## src/rtl/mom_bank_seq_pkg.sv

```systemverilog
// Shared types, defaults and helpers for the mom_bank_seq capacitor-bank sequencer.
package mom_bank_seq_pkg;

  typedef enum logic [1:0] {
    IDLE   = 2'd0,
    RAMP   = 2'd1,
    SETTLE = 2'd2,
    DONE   = 2'd3
  } state_t;

  localparam int N_SEG_DEF      = 16;
  localparam int STEP_W_DEF     = 8;
  localparam int SETTLE_CYC_DEF = 4;
  // Widest bank therm() can describe; callers size-cast down to their N_SEG.
  localparam int MAX_SEG        = 64;

  function automatic int code_w(input int n);
    return $clog2(n + 1);
  endfunction

  function automatic logic [MAX_SEG-1:0] therm(input int code);
    logic [MAX_SEG-1:0] v;
    v = '0;
    for (int i = 0; i < MAX_SEG; i++) v[i] = (i < code);
    return v;
  endfunction

endpackage

```

## src/rtl/mom_bank_seq_if.sv

```systemverilog
// Request channel from the rail-control register block to mom_bank_seq.
// Handshake: a request transfers on a rising clk edge where req_valid && req_ready;
// the master holds req_valid, req_code and step_div stable until that edge, and
// req_ready never depends combinationally on req_valid.
interface mom_bank_seq_if #(
  parameter int CODE_W = 5,
  parameter int STEP_W = 8
);
  logic              req_valid;
  logic              req_ready;
  logic [CODE_W-1:0] req_code;
  logic [STEP_W-1:0] step_div;

  modport master (output req_valid, output req_code, output step_div, input req_ready);
  modport slave  (input req_valid, input req_code, input step_div, output req_ready);
endinterface

```

## src/rtl/mom_seq_timer.sv

```systemverilog
// Loadable down-counter with zero flag; shared by the step interval and the settle count.
module mom_seq_timer #(
  parameter int W = 8
) (
  input  logic         clk,
  input  logic         rst,
  input  logic         load,
  input  logic [W-1:0] load_val,
  input  logic         dec,
  output logic         zero
);
  logic [W-1:0] cnt;

  always_ff @(posedge clk) begin
    if (rst)                    cnt <= '0;
    else if (load)              cnt <= load_val;
    else if (dec && cnt != '0)  cnt <= cnt - 1'b1;
  end

  assign zero = (cnt == '0);
endmodule

```

## src/rtl/mom_bank_seq.sv

```systemverilog
// Ramps a thermometer-coded MOM/decap segment bank one segment per step toward a target.
// Optional abort input/aborted output are built when MOM_BANK_SEQ_ABORT_EN is defined.
module mom_bank_seq
  import mom_bank_seq_pkg::*;
#(
  parameter int N_SEG      = N_SEG_DEF,
  parameter int CODE_W     = code_w(N_SEG),
  parameter int STEP_W     = STEP_W_DEF,
  parameter int SETTLE_CYC = SETTLE_CYC_DEF
) (
  input  logic              clk,
  input  logic              rst,
  mom_bank_seq_if.slave     req,
  output logic [N_SEG-1:0]  seg_en,
  output logic [CODE_W-1:0] cur_code,
  output logic              busy,
  output logic              done,
  output logic              range_err,
`ifdef MOM_BANK_SEQ_ABORT_EN
  input  logic              abort,
  output logic              aborted,
`endif
  output state_t            dbg_state
);

  localparam logic [CODE_W-1:0] N_SEG_C = CODE_W'(N_SEG);

  state_t            state, state_nxt;
  logic [CODE_W-1:0] target;
  logic [STEP_W-1:0] div;
  logic [CODE_W-1:0] tgt_in, code_step;
  logic [STEP_W-1:0] div_in;
  logic              accept, step;
  logic              t_load, t_dec, t_zero;
  logic [STEP_W-1:0] t_val;
`ifdef MOM_BANK_SEQ_ABORT_EN
  logic              abort_hit;
`endif

  assign tgt_in    = (req.req_code > N_SEG_C) ? N_SEG_C : req.req_code;
  assign div_in    = (req.step_div == '0) ? STEP_W'(1) : req.step_div;
  assign code_step = (target > cur_code) ? cur_code + 1'b1 : cur_code - 1'b1;

  mom_seq_timer #(.W(STEP_W)) u_timer (
    .clk      (clk),
    .rst      (rst),
    .load     (t_load),
    .load_val (t_val),
    .dec      (t_dec),
    .zero     (t_zero)
  );

  always_ff @(posedge clk) begin
    if (rst) state <= IDLE;
    else     state <= state_nxt;
  end

  always_comb begin
    state_nxt = state;
    accept    = 1'b0;
    step      = 1'b0;
    t_load    = 1'b0;
    t_dec     = 1'b0;
    t_val     = '0;
`ifdef MOM_BANK_SEQ_ABORT_EN
    abort_hit = 1'b0;
`endif
    case (state)
      IDLE: begin
        if (req.req_valid) begin
          accept    = 1'b1;
          t_load    = 1'b1;
          state_nxt = (tgt_in == cur_code) ? DONE : RAMP;
        end
      end
      RAMP: begin
`ifdef MOM_BANK_SEQ_ABORT_EN
        if (abort) begin
          abort_hit = 1'b1;
          state_nxt = DONE;
        end else
`endif
        if (t_zero) begin
          step   = 1'b1;
          t_load = 1'b1;
          if (code_step == target) begin
            t_val     = STEP_W'(SETTLE_CYC);
            state_nxt = SETTLE;
          end else begin
            t_val = div - 1'b1;
          end
        end else begin
          t_dec = 1'b1;
        end
      end
      SETTLE: begin
`ifdef MOM_BANK_SEQ_ABORT_EN
        if (abort) begin
          abort_hit = 1'b1;
          state_nxt = DONE;
        end else
`endif
        if (t_zero) state_nxt = DONE;
        else        t_dec     = 1'b1;
      end
      DONE:    state_nxt = IDLE;
      default: state_nxt = IDLE;
    endcase
  end

  // Segment enables only ever move to the neighbouring thermometer code.
  always_ff @(posedge clk) begin
    if (rst) begin
      seg_en    <= '0;
      cur_code  <= '0;
      target    <= '0;
      div       <= STEP_W'(1);
      range_err <= 1'b0;
    end else begin
      range_err <= 1'b0;
      if (accept) begin
        target    <= tgt_in;
        div       <= div_in;
        range_err <= (req.req_code > N_SEG_C);
      end
      if (step) begin
        cur_code <= code_step;
        seg_en   <= N_SEG'(therm(int'(code_step)));
      end
    end
  end

`ifdef MOM_BANK_SEQ_ABORT_EN
  always_ff @(posedge clk) begin
    if (rst) aborted <= 1'b0;
    else     aborted <= abort_hit;
  end
`endif

  assign req.req_ready = (state == IDLE);
  assign busy          = (state == RAMP) || (state == SETTLE);
  assign done          = (state == DONE);
  assign dbg_state     = state;

endmodule

```

## src/flat_wrapper.sv

```systemverilog
// flat-port wrapper written by rule: the top's interface ports become plain ports
module mom_bank_seq_flat import mom_bank_seq_pkg::*;
#(
  parameter int N_SEG      = N_SEG_DEF,
  parameter int CODE_W     = code_w(N_SEG),
  parameter int STEP_W     = STEP_W_DEF,
  parameter int SETTLE_CYC = SETTLE_CYC_DEF
)
  (clk, rst, seg_en, cur_code, busy, done, range_err, dbg_state, req_req_valid, req_req_code, req_step_div, req_req_ready);
  mom_bank_seq_if #(.CODE_W(CODE_W), .STEP_W(STEP_W)) req_i ();
  input  logic clk;
  input  logic rst;
  output logic [N_SEG-1:0] seg_en;
  output logic [CODE_W-1:0] cur_code;
  output logic busy;
  output logic done;
  output logic range_err;
  output state_t dbg_state;
  input wire logic [$bits(req_i.req_valid)-1:0] req_req_valid;
  input wire logic [$bits(req_i.req_code)-1:0] req_req_code;
  input wire logic [$bits(req_i.step_div)-1:0] req_step_div;
  output wire logic [$bits(req_i.req_ready)-1:0] req_req_ready;
  assign req_i.req_valid = req_req_valid;
  assign req_i.req_code = req_req_code;
  assign req_i.step_div = req_step_div;
  assign req_req_ready = req_i.req_ready;
  mom_bank_seq #(.N_SEG(N_SEG), .CODE_W(CODE_W), .STEP_W(STEP_W), .SETTLE_CYC(SETTLE_CYC)) u_core (.clk(clk), .rst(rst), .req(req_i), .seg_en(seg_en), .cur_code(cur_code), .busy(busy), .done(done), .range_err(range_err), .dbg_state(dbg_state));
endmodule
```

## config.mk

```make
export PLATFORM = sky130hd
export DESIGN_NAME = mom_bank_seq_flat
export DESIGN_NICKNAME = d
export VERILOG_FILES = /design/src/rtl/mom_bank_seq_pkg.sv /design/src/rtl/mom_bank_seq_if.sv /design/src/rtl/mom_seq_timer.sv /design/src/rtl/mom_bank_seq.sv /design/src/flat_wrapper.sv
export SDC_FILE = /design/constraint.sdc
export NUM_CORES = 1
export LEC_CHECK = 0
export BUFFER_PORTS_ARGS = -buffer_cell sky130_fd_sc_hd__buf_2
export CELL_PAD_IN_SITES_DETAIL_PLACEMENT = 1
export CELL_PAD_IN_SITES_GLOBAL_PLACEMENT = 2
export CORE_MARGIN = 10
export CORE_UTILIZATION = 29
export CTS_CLUSTER_SIZE = 28
export DETAILED_ROUTE_END_ITERATION = 10
export HOLD_SLACK_MARGIN = 0.06
export PLACE_DENSITY = 0.78
export SYNTH_ARGS = -nofsm -noshare
export SYNTH_HDL_FRONTEND = slang
export SYNTH_SLANG_ARGS = --single-unit
```

## constraint.sdc

```tcl
create_clock -name clk -period 3.3 [get_ports clk]
set_input_delay 0.33 -clock clk [delete_from_list [all_inputs] [get_ports clk]]
set_output_delay 0.33 -clock clk [all_outputs]
set_load 0.02 [all_outputs]
```

Word level (Yosys, flattened, before mapping). Cells that the tools add are included. Widths: inputs -> output; s select.

Output and inout bits: 27. Input bits: 16. Word-level logic and storage cells: 70. Register bits: 45.

Equality and inequality tests: 9. Reductions and logical operators: 10. Order comparisons: 18. Multiplexer cells: 21. Bitwise operators: 1. Add/subtract/negate cells: 4.

Operators by type and width (number): $mux 8 (6); $lt 4x5->1 const A (8); $lt 3x5->1 const A (4); $logic_not 8->1 (2); $sub 8x1->8 const B (2); $eq 5x5->1 (2); $lt 1x5->1 const A (2); $lt 2x5->1 const A (2); $mux 2 (5); $mux 5 (2); $pmux 2 s4 (1); $reduce_bool 8->1 (1); $mux 1 (6); $ne 2x1->1 const B (3); $add 5x1->5 const B (1); $gt 5x5->1 (1); $gt 5x5->1 const B (1); $sub 5x1->5 const B (1); $eq 2x2->1 const B (2); $reduce_and 4->1 (1); $reduce_or 2->1 (2); $eq 2x1->1 const B (1); $logic_not 2->1 (1); $ne 2x2->1 const B (1); 5 further kinds (5).

Longest topological paths before layout. Gate-level depths: netlist of the first run.

Word-level depth: 7. Mapped depth: 15.

Cells and area by module. From an unflattened synthesis of the first run, not the netlist that was laid out.

Cells, all modules: 317. Area, all modules: 2548.7 um^2.

Modules (own cells, without submodules): mom_bank_seq (sequential area each 720.7 um^2, cells an instance 258, area each 2033.2 um^2, times used 1); mom_seq_timer (sequential area each 160.2 um^2, cells an instance 59, area each 515.5 um^2, times used 1).

Worst setup path after synthesis of the first run. Ideal clock, no wire load.

Path kind: reg2reg. From: reg u_core.cur_code[1]. To: reg u_core.state[1] (netlist: u_core.dbg_state[1]). Stages on the path, launching flop included: 15. Path buffers: 1. Arrival time: 3.261 ns. Setup slack: -0.082 ns. Library setup time: 0.121 ns. Cells stage by stage: dfxtp_1 inv_1 ha_1 nand4_1 or2_0 nand2_1 inv_2 fa_1 buf_1 xor2_1 nand3_1 nor3_1 o21ai_2 a31oi_4 mux2_4.

Longest elaborated chain between the ends: 5.

Ends and longest elaborated chain: from (decl) (line mom_bank_seq.sv:15) `output logic [CODE_W-1:0] cur_code,`; from (signal assigned) (line mom_bank_seq.sv:127) `cur_code <= code_step;`; $sub 5x1->5 (tied with other cells) (line mom_bank_seq.sv:42) `assign code_step = (target > cur_code) ? cur_code + 1'b1 : cur_code - 1'b1;`; $mux 5 (line mom_bank_seq.sv:42); $eq 5x5->1 (line mom_bank_seq.sv:86) `if (code_step == target) begin`; $ne 2x1->1 (no source line); $reduce_and 4->1 (no source line); to (signal assigned) (line mom_bank_seq.sv:55) `else state <= state_nxt;`; to (decl) (line mom_bank_seq.sv:28) `state_t state, state_nxt;`.

Parallel ways exist; a longest one is shown, timed or not. The select of a mux whose other input is x is not followed. A chain may end at the register's enable or synchronous reset.

Final worst setup path of the first run.
From: reg u_core.cur_code[4]. To: reg u_core.state[1] (netlist: u_core.dbg_state[1]).

The elaborated chain is that of the path after synthesis.

==> results of run 1 <==
[how the worst max path moves through the flow]
stage / start / endpoint / slack, ps / cells past startpoint
finish: u_core.cur_code[4] / u_core.dbg_state[1] / 50 / 14
global route: u_core.cur_code[4] / u_core.dbg_state[1] / -130 / 14
CTS: u_core.cur_code[4] / u_core.u_timer.cnt[1] / 30 / 14
detailed placement: u_core.cur_code[4] / u_core.dbg_state[1] / -40 / 14
global placement: u_core.cur_code[3] / u_core.dbg_state[1] / 120 / 14
floorplan: u_core.cur_code[3] / u_core.dbg_state[1] / 20 / 15
[cells by family (layout without fill, tap and decap cells)]
logic type / count (synthesis) / in the layout / share of synthesized area
compound gates: 72 / 72 / 0.187
buf+inv: 36 / 89 / 0.0620
mux: 2 / 2 / 0.00984
simple gates: 130 / 130 / 0.246
xor+xnor: 18 / 18 / 0.0674
fa+ha+maj: 16 / 16 / 0.0817
flops: 44 / 44 / 0.346
[timing repair]
action	4_1_cts	5_1_grt
resized for setup	8	30
endpoints found under the setup margin	10	23
setup buffers	0	6
pin swaps	1	15
hold buffers	0	0
[cell usage in the layout (no fill, tap or decap), types with 4 or more instances in the layout]
cell type  instances
nor2b_1            4
o22ai_1            4
nor3_1            20
ha_4               4
nand2_1           39
nor4_1             7
xor2_1             4
ha_1              10
a31oi_1            5
inv_1             12
dfxtp_2            4
o21ai_0            8
a211oi_1           9
buf_2             42
dfxtp_1           40
buf_4             21
a21oi_1           24
clkbuf_8           5
xnor2_1           12
nor2_1            32
[area by class of cell]
class,count,share of cell area
multi-input cells,238,0.514
flip-flops and latches,44,0.272
repair buffers,64,0.116
well taps,108,0.0415
inverters,17,0.0219
clock buffers,5,0.0211
clock inverters,3,0.0131
[critical path, delay by kind of cell, from the launching register on]
kind	cells	cell delay, ps
and+or+nand+nor	5	960
adders and majority gates	2	670
xor gates and xnor gates	2	440
DFF	1	360
muxes	1	310
AOI/OAI and AO/OA	2	300
buffers and inverters	2	100
[routing by layer]
layer,up-vias,track usage
met5,-,0
met4,0,0.0389
met3,9,0.0194
met2,39,0.186
met1,1216,0.154
li1,1222,-
[through the flow]
stage | TNS, ps | hold slack (ps) | util | cell area (sq um) | instances
after floorplan | 0 | 449 | - | 2550 | 318
after global placement | 0 | 458 | 0.338 | 2920 | 465
after detailed placement | -39.1 | 475 | 0.338 | 2920 | 465
after CTS | 0 | 267 | 0.356 | 3080 | 473
after global routing | -789 | 270 | 0.377 | 3260 | 479
final | 0 | 268 | 0.377 | 3260 | 479
[sequential cells by signal, indices dropped and copies added, names as in the netlist]
signal,flops
u_core.cur_code,5
u_core.dbg_state,2
u_core.div,8
u_core.range_err,1
u_core.seg_en,15
u_core.target,5
u_core.u_timer.cnt,8
==> results.toml, run 1 <==
[status]
status = "finished, final reports clean"

[setup_path]
slowest_stage = "fa_2"
worstPathArrival_ps = 3440
rr_startpoint = "u_core.cur_code[4]"
path_cells = "inv_4 > ha_4 > nand4_1 > or2_1 > nand2_4 > inv_6 > fa_2 > xor2_2 > xor2_1 > nand3_2 > nor3_4 > o21ai_4 > a31oi_4 > mux2_4"
r2r_cells = 14
startpoint_type = "flip-flop"
criticalPathCategory = "flip-flop to flip-flop"
r2r_slack_ps = 50
r2r_end = "u_core.dbg_state[1]"
cp.required_ps = 3500
slowest_delay_ps = 400
end_kind = "flip-flop"
critPathMaxFanout = 6

[detailed_routing]
wl_met1_mm = 3.81
drc = 0
dr.pass1.iters = 4
antenna_left = 0
dr_wl_met3_um = 250
finalWirelength_mm = 7.99
vias = 2486
avgViaCountPerCell = 5.19
wl_per_cell_um = 16.7
drt_first_iter_violations = 74
top_layer_used = "met4"
wl_met2_mm = 3.76

[yosys]
synth_cells = 318
yosys_warnings = 0
synth_area_per_cell_sq_um = 8.00
ys_seq_elements = 44
async_flop_share = 0
yosysSeqAreaShare = 0.346
ys_types = 54
synth_top_area_share = 0.346
synth_most_common_cell = "dfxtp_1"
synth.area.top_cells = "dfxtp_1, ha_1, nand2_1"
synthTopCellsByCount = "dfxtp_1, nand2_1, nor2_1"
syn_nets = 350
dominantRegCellSynth = "dfxtp_1"
synth_edf_count = 0
syn_area_sq_um = 2540
yosys.area.top_type = "dfxtp_1"

[finish]
multi_input_area_sq_um = 1680
seqCellArea_sq_um = 886
finalNetCount = 402
drive_above_1_share = 0.296
syn_to_final_growth_pct = 28.2
n_fill_cell = 1055
n_antenna_cell = 0

[floorplan]
initial_utilization = 0.294
core_sq_um = 8640
die_area_sq_um = 12900
die_w_um = 114
row_count = 34
die_y_um = 114
io_pins = 43

[global_routing]
antenna_found_initial = 0
overflow = 0
grt_start_max_net_pins = 43
grt_first_pass_wirelength_mm = 12.5
grt_pass1_vias = 2499
grt_usage = 0.116

[job]
cap_violations = 0

[min_path]
min_from = "req_step_div[1]"
hp-class = "primary input to flip-flop"
hold_depth = 3
worstHoldEndpoint = "u_core.div[1]"

[timing]
hold_violations = 0
worstMarginPinSlew_ps = 847
setup_slack_ps = 54.8
slew_headroom = 0.435
fin_worst_skew_ps = 5.76
period_minus_slack_ps = 3250
setup_viol = 0
final_max_slew_viol_count = 0
timing.fmax_mhz = 308
finalCritPeriodShare = 0.983

[clock_tree]
cts_root_buffer = "clkbuf_8"
clock_sinks = 44
tritoncts = "built"
cts_buffers = 5
clk_latency_ps = 300
clk_path_buf_depth = 2
cts.reportedPaths.clkPinSlew_ps = 90
htree_levels = 2

[placement]
dp_slack_ps = -39.1
portBuffers = 42
hpwl_mm = 5.78
gp_congestion = 0.828
Power of run 1 is not shown: default switching activity piles up to over one toggle a cycle in this logic, so the estimate is an artifact.
==> run 2, diff against run 1 <==
CORE_MARGIN = 5   (was 10)
PLACE_DENSITY = 0.77   (was 0.78)
SYNTH_HIERARCHICAL = 1   (was not set)
==> run 2 against run 1 <==
  * The run now ends with setup timing left
  * Sequential cell count did not move
  * Die area fell by 17%
  * Synthesized area rose by 0.25%
  * Design area rose by 0.23%
  * Via count fell by 1.1%
  * Register-to-register slack got worse by 80 ps
  * Critical endpoint is now u_core/dbg_state[1]
  * Highest routed layer unchanged
==> results.toml, run 2 <==
[status]
status = "finished, violations left"
violations = "setup timing"

[finish]
drive_above_1_share = 0.304
largest_reg_flops = 16
seqCellArea_sq_um = 888
layout_common_cells = "nor2_1, buf_2, dfxtp_1"
final_util = 0.378
multi_input_area_sq_um = 1670
n_fill_cell = 1064
n_antenna_cell = 0
finalNetCount = 406
final_common_cell = "nor2_1"
top_register = "u_core/seg_en"
syn_to_final_growth_pct = 28.2
reg_top3 = "u_core/seg_en (16), u_core/div (8), u_core/u_timer/cnt (8)"

[timing]
final_max_slew_viol_count = 0
rsz0062_at_grt = "yes"
fin_worst_skew_ps = 3.23
hold_violations = 0
setup_slack_ps = -26.1
timing.fmax_mhz = 301
hold_ws_ps = 289
setup_viol = 3
period_minus_slack_ps = 3330
slew_headroom = 0.582
worstMarginPinSlew_ps = 622
finalCritPeriodShare = 1.01

[clock_tree]
clk_path_buf_depth = 2
tritoncts = "built"
clock_sinks = 44
cts_buffers = 5
cts_hold_buf = 0
cts.reportedPaths.clkPinSlew_ps = 80
clk_latency_ps = 290
htree_levels = 2
cts_root_buffer = "clkbuf_8"

[detailed_routing]
vias = 2458
avgViaCountPerCell = 5.09
antenna_left = 0
drt_first_iter_violations = 80
dr.pass1.iters = 4
drc = 0
finalWirelength_mm = 7.98
wl_per_cell_um = 16.5

[setup_path]
end_kind = "flip-flop"
r2r_slack_ps = -30
cp-startpoint = "u_core/seg_en[15]"
r2r_end = "u_core/dbg_state[1]"
cp-endpoint = "u_core/dbg_state[1]"
critPathMaxFanout = 4
r2r_cells = 13
criticalPathCategory = "flip-flop to flip-flop"
cp.required_ps = 3480
startpoint_type = "flip-flop"
worstPathArrival_ps = 3510
rr_startpoint = "u_core/seg_en[15]"

[floorplan]
initial_utilization = 0.295
row_count = 34
die_w_um = 104
die_y_um = 104
core_sq_um = 8640
die_area_sq_um = 10800
io_pins = 43

[global_routing]
antenna_found_initial = 0
grt_usage = 0.140
grt_first_pass_wirelength_mm = 12.7
grt_pass1_vias = 2538
overflow = 0
grt_start_max_net_pins = 46

[yosys]
ys_types = 54
synth_area_per_cell_sq_um = 8.04
synth.area.top_cells = "dfxtp_1, ha_1, nor2_1"
synthTopCellsByCount = "nor2_1, dfxtp_1, nand2_1"
yosysSeqAreaShare = 0.346
yosys.area.top_type = "dfxtp_1"
syn_area_sq_um = 2550
dominantRegCellSynth = "dfxtp_1"
synth_edf_count = 0
yosys_warnings = 6
async_flop_share = 0
synth_most_common_cell = "nor2_1"
synth_cells = 317
ys_seq_elements = 44
syn_nets = 349
synth_top_area_share = 0.346

[placement]
dp_slack_ps = -77.6
gp_congestion = 0.760
portBuffers = 42
hpwl_mm = 5.80

[job]
cap_violations = 0

[min_path]
hp-class = "primary input to flip-flop"
## run 2: cell count changes after synthesis, moves of 3 or more
cell      change
a31oi_1       -5
buf_2         -3
clkbuf_1      +3
nand2_1       -7
nand2b_1      +3
nand3_1       -4
nor2_1       +13
nor3_1       -11
nor3b_1       +5
## run 2: worst min-delay path by stage
| stage | slack, ps | cells past startpoint | start | endpoint |
|---|---|---|---|---|
| 2_1_floorplan | 450 | 2 | u_core/div[7] | u_core/div[7] |
| 3_3_place_gp | 460 | 2 | u_core/div[7] | u_core/div[7] |
| 3_5_place_dp | 480 | 2 | u_core/div[7] | u_core/div[7] |
| 4_1_cts | 280 | 3 | req_step_div[4] | u_core/div[4] |
| 5_1_grt | 300 | 3 | req_step_div[3] | u_core/div[3] |
| 6_report | 290 | 3 | req_step_div[4] | u_core/div[4] |
## run 2: metrics by stage
stage | std cells | area, sq um | TNS, ps
6_report | 483 | 3270 | -49.1
2_1_floorplan | 317 | 2560 | 0
5_1_grt | 483 | 3270 | -1250
4_1_cts | 477 | 3110 | 0
3_5_place_dp | 469 | 2980 | -334
3_3_place_gp | 469 | 2980 | 0
## run 2: routing by layer
| metal | global-route usage | vias to the layer above | routed length [um] |
|---|---|---|---|
| met5 | 0 | - | 0 |
| met4 | 0.0278 | 0 | 67 |
| met3 | 0.0361 | 7 | 273 |
| met2 | 0.252 | 36 | 4150 |
| met1 | 0.168 | 1189 | 3490 |
| li1 | - | 1226 | - |
## run 2: final cells by class
| cell class | count | share of cell area |
|---|---|---|
| multi-input combinational | 237 | 0.512 |
| sequential | 44 | 0.272 |
| timing repair buffer | 67 | 0.122 |
| tap | 108 | 0.0414 |
| clock buffer | 6 | 0.0253 |
| inverter | 19 | 0.0241 |
| clock inverter | 2 | 0.00306 |
## run 2: critical path: stages, from the launching register on
cell and delay [ps]:
dfxtp_4 370, inv_4 40, ha_4 270, nand2_4 50, or3_1 380, a32o_2 340, clkinv_4 70, fa_2 450
xor2_1 160, nand2b_1 110, nor3b_2 210, mux2i_2 140, or2_1 280, a221o_1 340
## run 2: cells by family after synthesis
logic type | count (synthesis) | synth area share
simple gates | 133 | 0.255
compound gates | 67 | 0.181
flops | 44 | 0.346
buf+inv | 36 | 0.0565
xor+xnor | 17 | 0.0638
fa+ha+maj | 16 | 0.0815
mux | 4 | 0.0162
## run 2: what timing repair did
action,in CTS,in global routing
setup endpoints to repair,10,23
gates resized for setup,7,21
setup buffers,0,6
pin swaps,0,21
Power of run 2 is left out for the same reason.
==> run 3, diff against run 2 <==
CORE_ASPECT_RATIO = 0.5   (was not set)
CORE_UTILIZATION = 32   (was 29)
PLACE_DENSITY = 0.81   (was 0.77)
clock period = 4.1 ns   (was 3.3 ns; I/O delays follow)
==> run 3 against run 2 <==
  * The flow now finishes without violations
  * Via count is 2.8% lower
  * Clock skew rose by 0.51 ps
  * Clock-buffer cell count stayed put
  * Utilization is 0.68 points higher
  * First-iteration DRC count grew 35%
  * Largest cell class unchanged
  * Highest routed layer unchanged
==> results.toml, run 3 (synthesis results as in run 2) <==
[status]
status = "finished, final reports clean"

[placement]
portBuffers = 42
hpwl_mm = 5.27
gp_congestion = 0.874

[finish]
n_fill_cell = 987
syn_to_final_growth_pct = 19.1
final_common_cell = "nor2_1"
n_antenna_cell = 0
layout_common_cells = "nor2_1, dfxtp_1, buf_2"
reg_top3 = "u_core/seg_en (16), u_core/div (8), u_core/u_timer/cnt (8)"
finalNetCount = 386
largest_reg_flops = 16
drive_above_1_share = 0.186
top_register = "u_core/seg_en"

[floorplan]
row_count = 23
die_w_um = 136
die_area_sq_um = 9960
initial_utilization = 0.323
io_pins = 43
core_sq_um = 7890
die_y_um = 73.1

[detailed_routing]
avgViaCountPerCell = 5.12
wl_met2_mm = 3.56
wl_per_cell_um = 15.4
top_layer_used = "met4"
drc = 0
vias = 2389
antenna_left = 0
dr.pass1.iters = 4
finalWirelength_mm = 7.18
dr_wl_met3_um = 149
wl_met1_mm = 3.35
drt_first_iter_violations = 108

[setup_path]
worstPathArrival_ps = 3790
path_buf_inv = 2
path_delay_family = "adder cells"
startpoint_type = "flip-flop"
slowest_stage = "fa_1"
end_kind = "flip-flop"
path_common_cell = "a21oi_1"
r2r_cells = 15
criticalPathCategory = "flip-flop to flip-flop"
path_cells = "inv_1 > ha_1 > nand2_1 > or3_1 > a32o_2 > clkinv_4 > fa_1 > xor2_1 > nand2b_1 > nor3b_1 > mux2i_1 > o21ai_2 > nor2_1 > a21oi_1 > a21oi_1"
rr_startpoint = "u_core/seg_en[15]"
cp.required_ps = 4230
r2r_slack_ps = 450
critPathMaxFanout = 9
slowest_delay_ps = 550
r2r_end = "u_core/u_timer/cnt[4]"

[global_routing]
grt_start_max_net_pins = 47
overflow = 0
grt_pass1_vias = 2525
grt_first_pass_wirelength_mm = 12.2
antenna_found_initial = 0
grt_usage = 0.154

[timing]
finalSetupTns_ps = 0
timing.fmax_mhz = 274
slew_headroom = 0.433
setup_viol = 0
final_max_slew_viol_count = 0
hold_violations = 0
fin_worst_skew_ps = 3.75
rsz0062_at_grt = "no"
worstMarginPinSlew_ps = 851
finalCritPeriodShare = 0.891
period_minus_slack_ps = 3650

[clock_tree]
clk_path_buf_depth = 2
clock_sinks = 44
cts.reportedPaths.clkPinSlew_ps = 60
cts_hold_buf = 0
tritoncts = "built"
cts_buffers = 5
htree_levels = 2
cts_setup_buffers = 0
cts_root_buffer = "clkbuf_16"
cts_resized = 0
clk_latency_ps = 290

[min_path]
hp-class = "primary input to flip-flop"
min_from = "req_step_div[4]"
worstHoldEndpoint = "u_core/div[4]"
hold_depth = 3

[job]
cap_violations = 0
[run 3: layout make-up]
| class | count | area, sq um | share of cell area |
|---|---|---|---|
| multi-input cells | 237 | 1530 | 0.503 |
| clock inverters | 2 | 35.0 | 0.0115 |
| well taps | 112 | 140 | 0.0461 |
| flip-flops and latches | 44 | 881 | 0.290 |
| clock buffers | 6 | 129 | 0.0424 |
| repair buffers | 47 | 248 | 0.0816 |
| inverters | 19 | 76.3 | 0.0251 |
[run 3: worst max path at each step]
| stage | startpoint | cells after the start | to |
|---|---|---|---|
| after global routing | u_core/cur_code[3] | 15 | u_core/u_timer/cnt[4] |
| after floorplan | u_core/seg_en[15] | 16 | u_core/u_timer/cnt[4] |
| after detailed placement | u_core/cur_code[1] | 15 | u_core/u_timer/cnt[4] |
| after CTS | u_core/cur_code[1] | 15 | u_core/u_timer/cnt[4] |
| after global placement | u_core/cur_code[1] | 15 | u_core/u_timer/cnt[4] |
| final | u_core/seg_en[15] | 15 | u_core/u_timer/cnt[4] |
[run 3: through the flow]
step / instances / setup slack [ps] / hold slack [ps] / area [sq um] / util
6_report: 467 / 448 / 373 / 3040 / 0.385
2_1_floorplan: 317 / 608 / 449 / 2550 / -
5_1_grt: 467 / 128 / 376 / 3040 / 0.385
4_1_cts: 467 / 267 / 363 / 3030 / 0.385
3_5_place_dp: 459 / 289 / 479 / 2870 / 0.364
3_3_place_gp: 459 / 517 / 470 / 2870 / 0.364
[run 3: metal layers]
layer  GRT usage  vias up
met2       0.273       33
met4      0.0480        0
met5           0        -
li1            -     1185
met3      0.0358       12
met1       0.188     1159
[run 3: worst reg2reg max path, delay by kind of cell, from the launching register on]
kind,cells,cell delay (ps)
adders and majority gates,2,880
AOI/OAI and AO/OA,4,880
and+or+nand+nor,5,820
DFF,1,370
buffers and inverters,2,190
xor gates and xnor gates,1,190
muxes,1,170
Power of run 3 is left out for the same reason.
